--- src/rtl/store_write_buffer.sv ---
// store_write_buffer: posted-write FIFO between the store unit and data memory.
// Stores are captured in one cycle and drained in order over mem_req/mem_ack.
// Loads whose word address matches any buffered store raise ld_hazard_out.
module store_write_buffer #(
  parameter  int DEPTH = 4,
  localparam int CW    = $clog2(DEPTH) + 1
) (
  input  logic          clk_in,
  input  logic          rst_n_in,
  input  logic          wr_req_in,
  input  logic [31:0]   wr_addr_in,
  input  logic [31:0]   wr_data_in,
  input  logic [3:0]    wr_mask_in,
  output logic          stall_out,
  input  logic          ld_req_in,
  input  logic [31:0]   ld_addr_in,
  output logic          ld_hazard_out,
  output logic          mem_req_out,
  output logic [31:0]   mem_addr_out,
  output logic [31:0]   mem_data_out,
  output logic [3:0]    mem_mask_out,
  input  logic          mem_ack_in,
  output logic [CW-1:0] count_out,
  output logic          empty_out,
  output logic          full_out
);
  localparam int PW = $clog2(DEPTH);

  typedef struct packed {
    logic [31:0] addr;
    logic [31:0] data;
    logic [3:0]  mask;
  } ent_t;

  ent_t             ent_q [DEPTH];
  logic [DEPTH-1:0] vld_q;
  logic [PW-1:0]    wptr_q, rptr_q;
  logic [CW-1:0]    cnt_q;
  logic             enq, deq, has_mask;
  logic [DEPTH-1:0] hit;

  // Full/empty come from the registered count only, so a same-cycle
  // dequeue never opens a slot for a store presented while full.
  assign has_mask  = |wr_mask_in;
  assign full_out  = (cnt_q == CW'(DEPTH));
  assign empty_out = (cnt_q == '0);
  assign count_out = cnt_q;
  assign stall_out = wr_req_in & has_mask & full_out;
  assign enq       = wr_req_in & has_mask & ~full_out;
  assign deq       = mem_req_out & mem_ack_in;

  // Head entry straight from storage: no path from wr_* to mem_*.
  assign mem_req_out  = ~empty_out;
  assign mem_addr_out = ent_q[rptr_q].addr;
  assign mem_data_out = ent_q[rptr_q].data;
  assign mem_mask_out = ent_q[rptr_q].mask;

  // Per-entry word-address compare; only currently valid entries count,
  // so a store being enqueued this cycle is not seen yet.
  for (genvar i = 0; i < DEPTH; i++) begin : g_hit
    assign hit[i] = vld_q[i] & (ent_q[i].addr[31:2] == ld_addr_in[31:2]);
  end
  assign ld_hazard_out = ld_req_in & (|hit);

  // Storage, valid bits, pointers and count. Enqueue and dequeue never hit
  // the same slot: equal pointers imply empty (no deq) or full (no enq).
  always_ff @(posedge clk_in or negedge rst_n_in) begin
    if (!rst_n_in) begin
      for (int i = 0; i < DEPTH; i++) ent_q[i] <= '0;
      vld_q  <= '0;
      wptr_q <= '0;
      rptr_q <= '0;
      cnt_q  <= '0;
    end else begin
      if (enq) begin
        ent_q[wptr_q] <= '{addr: wr_addr_in, data: wr_data_in, mask: wr_mask_in};
        vld_q[wptr_q] <= 1'b1;
        wptr_q        <= wptr_q + PW'(1);
      end
      if (deq) begin
        vld_q[rptr_q] <= 1'b0;
        rptr_q        <= rptr_q + PW'(1);
      end
      case ({enq, deq})
        2'b10:   cnt_q <= cnt_q + CW'(1);
        2'b01:   cnt_q <= cnt_q - CW'(1);
        default: cnt_q <= cnt_q;
      endcase
    end
  end
endmodule

--- config.mk ---
export PLATFORM = sky130hd
export DESIGN_NAME = store_write_buffer
export DESIGN_NICKNAME = d
export VERILOG_FILES = /design/src/rtl/store_write_buffer.sv
export SDC_FILE = /design/constraint.sdc
export NUM_CORES = 1
export LEC_CHECK = 0
export BUFFER_PORTS_ARGS = -buffer_cell sky130_fd_sc_hd__buf_2
export CAP_MARGIN = 10
export CORE_MARGIN = 5
export CORE_UTILIZATION = 63
export DETAILED_ROUTE_END_ITERATION = 10
export PLACE_DENSITY = 0.84
export SYNTH_ARGS = -nofsm -noshare
export SYNTH_HDL_FRONTEND = slang
export SYNTH_SLANG_ARGS = --single-unit
--- constraint.sdc ---
create_clock -name clk_in -period 3.5 [get_ports clk_in]
set_input_delay 0.525 -clock clk_in [delete_from_list [all_inputs] [get_ports clk_in]]
set_output_delay 0.525 -clock clk_in [all_outputs]
set_load 0.005 [all_outputs]
==> summary.txt <==
Status
  • Outcome: complete, no violations

Clock tree
  • TritonCTS Buffers: 31
  • Clk Latency, worst-skew pair: 0.56 ns
  • Number of post-CTS setup repair buffers: 0
  • # H-tree levels: 1
  • Post-cts hold buffer count: 1
  • Clk root buf: clkbuf_16
  • CTS tree: done
  • Clock transition at the registers of the reported paths: 0.06 ns
  • TritonCTS sink count: 283
  • Longest Clk Path Bufs: 3
  • CTS resizes: 0

Critical path
  • Arrival @ worst endpoint: 2.44 ns
  • Family with the most delay on the worst path: simple AND/OR/NAND/NOR gates
  • Worst path buffer plus inverter count: 1
  • CP max stage cell: dfrtp_1
  • Slowest stage delay, CP: 0.40 ns
  • CP Capture Type: output pin
  • CP Cell Sequence: xnor2_1, nand4_1, nor4_1, nand4_1, a41oi_1, buf_2
  • Worst Path Required: 2.97 ns
  • Critical Path Stages: 6
  • R2R depth: 6
  • Crit path kind: register to output pin
  • Most used cell, CP: nand4_1
  • CP startpoint kind: register
  • Crit path max fanout: 3

Route
  • Starting DRC count in detailed routing: 477
  • Vias: 8316
  • TritonRoute pass-1 iters: 5
  • Vias/cell: 6.07
  • WL/cell: 24.0 µm
  • Residual DRC: 0
  • Final WL: 32900 µm
  • Antenna Nets Post-Route: 0

Floorplanning
  • Core Rows: 54
  • Chip width: 159 µm
  • Top Ports: 181
  • Die Ht: 159 µm
  • Starting Density: 63.8%
  • Die Area: 25200 µm²
  • Core area: 21800 µm²

Min path
  • Hold/Removal Path Class: input port to register
  • Hold Path Stages: 2

Global route
  • GRT Total Usage: 27.0%
  • Largest net degree at the start of global routing: 80
  • First-pass GRT wire length: 52700 µm
  • Initial antenna violation count: 3
  • GRT Residual Overflow: 0
  • Vias in the first global route: 9367

Yosys
  • Ys Warns: 0
  • Sequential share of the synthesized area: 50.8%
  • Yosys cell types: 31
  • #FFs+latches synth: 283
  • Top-area cell type share of the netlist area: 50.8%
  • Syn Area/Cell: 15.6 µm²
  • Mapped cell area: 13900 µm²
  • Post-Syn Instances: 894
  • Syn_nets: 1009
  • Area leader, netlist: dfrtp_1
  • Main area contributors after synthesis: dfrtp_1 (51%), mux2_2 (19%), mux4_2 (11%), xnor2_1 (5.0%), mux2_4 (4.3%)

STA
  • Final setup fails: 0
  • Fmax: 337 MHz
  • Setup Skew: 0.00843 ns
  • Final min period: 2.97 ns
  • Worst Tran Pin Value: 0.646 ns
  • Setup tns final: 0 ns
  • RSZ-0062 raised after global routing: false
  • Period utilisation layout: 84.8%
  • Max-slew violations: 0
  • Final Hold Viols: 0
  • Rel. slew slack: 56.9%

Power
  • Worst ir drop on vdd: 0.660 mV
  • Total Power: 0.0166 W
  • Lkg Pwr: 7.15 nW
  • Switching part of the total: 32.6%
  • P_sw: 0.00541 W
  • Total power per unit cell area: 1030 nW/µm²
  • Gate power share: 41.7%
  • Internal: 0.0112 W
  • Clock Power Share: 19.9%
  • Sequential power share: 38.4%

Flow run
  • Number of max-cap violations: 0

Cells and area
  • Layout cell share with drive strength beyond 1: 54.8%
  • Layout area overhead: 15.6%
  • Fillers: 1408
  • Nets: 1180

Placement
  • Detailed Place HPWL: 22300 µm
  • GPL Wtd Cong: 0.885
  • Buffers on Ports: 178
[power by group through the flow]
stage / logic (W) / registers [W] / clock network, W
2_1_floorplan: 0.00510 / 0.00580 / 0
3_3_place_gp: 0.00675 / 0.00624 / 0
3_5_place_dp: 0.00693 / 0.00636 / 0
4_1_cts: 0.00699 / 0.00634 / 0.00335
5_1_grt: 0.00742 / 0.00656 / 0.00350
6_report: 0.00692 / 0.00636 / 0.00330
[layout by cell type (no fill, tap or decap), types with 4 or more instances in the layout]
cell	netlist	layout
mux4_2	68	68
xnor2_1	79	79
clkbuf_8	0	7
inv_1	9	9
dfrtp_1	283	281
buf_2	16	177
a21oi_1	8	8
clkbuf_16	0	31
nor4_1	16	16
mux2_2	232	232
mux2_4	40	40
nand2_4	2	4
buf_4	10	12
xor2_1	46	46
clkbuf_1	23	7
ha_1	9	9
buf_12	4	8
nand4_1	24	24
clkinv_2	0	5
[registers in the layout, indices dropped and copies added (netlist names)]
name and flops:
rptr_q 2, vld_q 4, wptr_q 2, ent_q 272, count_out 3
[worst reg2reg max path, delay by kind of cell, from the launching register on]
| kind | cells | cell delay [ns] |
|---|---|---|
| buffers and inverters | 2 | 0.42 |
| flip-flops | 1 | 0.46 |
| multiplexers | 1 | 0.31 |
| AND/OR/NAND/NOR | 3 | 1.03 |
[logic make-up after synthesis]
family / count (synthesis) / share of synthesized area (%)
XOR/XNOR: 125 / 7.86
AO/OA/AOI/OAI: 12 / 0.620
flip-flops: 283 / 50.8
multiplexers: 341 / 34.1
buffers and inverters: 71 / 3.17
adder cells (fa/ha/maj): 10 / 0.952
AND/OR/NAND/NOR: 52 / 2.41
[cells in the mapped netlist]
cell type	count
a21oi_1	8
a41oi_1	1
and2_1	1
and3_4	1
buf_1	1
buf_12	4
buf_2	16
buf_4	10
buf_6	7
clkbuf_1	23
dfrtp_1	283
fa_1	1
ha_1	9
inv_1	9
inv_2	1
mux2_2	232
mux2_4	40
mux2i_1	1
mux4_2	68
nand2_1	4
nand2_4	2
nand4_1	24
nor2_1	1
nor2_4	1
nor4_1	16
nor4b_1	1
o21ai_0	2
o41ai_4	1
or3_1	1
xnor2_1	79
xor2_1	46
[routing by layer]
layer  GRT usage, %  vias to the layer above  share of wire (%)
met4           8.16                        2                3.1
met1           35.2                     4362                 39
met3           5.46                       67                6.6
met5              0                        -              0.043
li1               -                     3612                  -
met2           46.1                      273                 51
[stage by stage]
stage	cells	hold WS, ns	utilization, %	cell area, µm²	setup WS [ns]
floorplan	894	0.229	-	13900	1.29
global route	1369	0.215	73.8	16100	0.354
CTS	1367	0.211	73.8	16100	0.528
detailed placement	1311	0.488	68.9	15000	0.852
finish	1370	0.238	73.8	16100	0.533
global placement	1311	0.481	68.9	15000	0.801
[final timing paths]
| check | from | end | slack [ns] |
|---|---|---|---|
| setup / recovery | ent_q[266] | ld_hazard_out | 0.53 |
| hold / removal | wr_data_in[29] | ent_q[237] | 0.24 |
| setup reg to reg | count_out[0] | ent_q[245] | 1.17 |
| hold reg to reg | ent_q[86] | ent_q[86] | 0.50 |
| max in group asynchronous | rst_n_in | ent_q[78] | 2.06 |
| min in group asynchronous | rst_n_in | ent_q[262] | 0.53 |
[layout make-up]
type	instances	area, µm²	area share, %
Tap cell	280	350	2.18
Timing Repair Buffer	199	1160	7.21
Multi-Input combinational cell	540	6420	39.9
Antenna cell	3	7.51	0.0466
Inverter	10	37.5	0.233
Clock buffer	45	898	5.58
Clock inverter	10	143	0.886
Sequential cell	283	7090	44.0
Note: power is estimated with default switching activity, not from simulation.
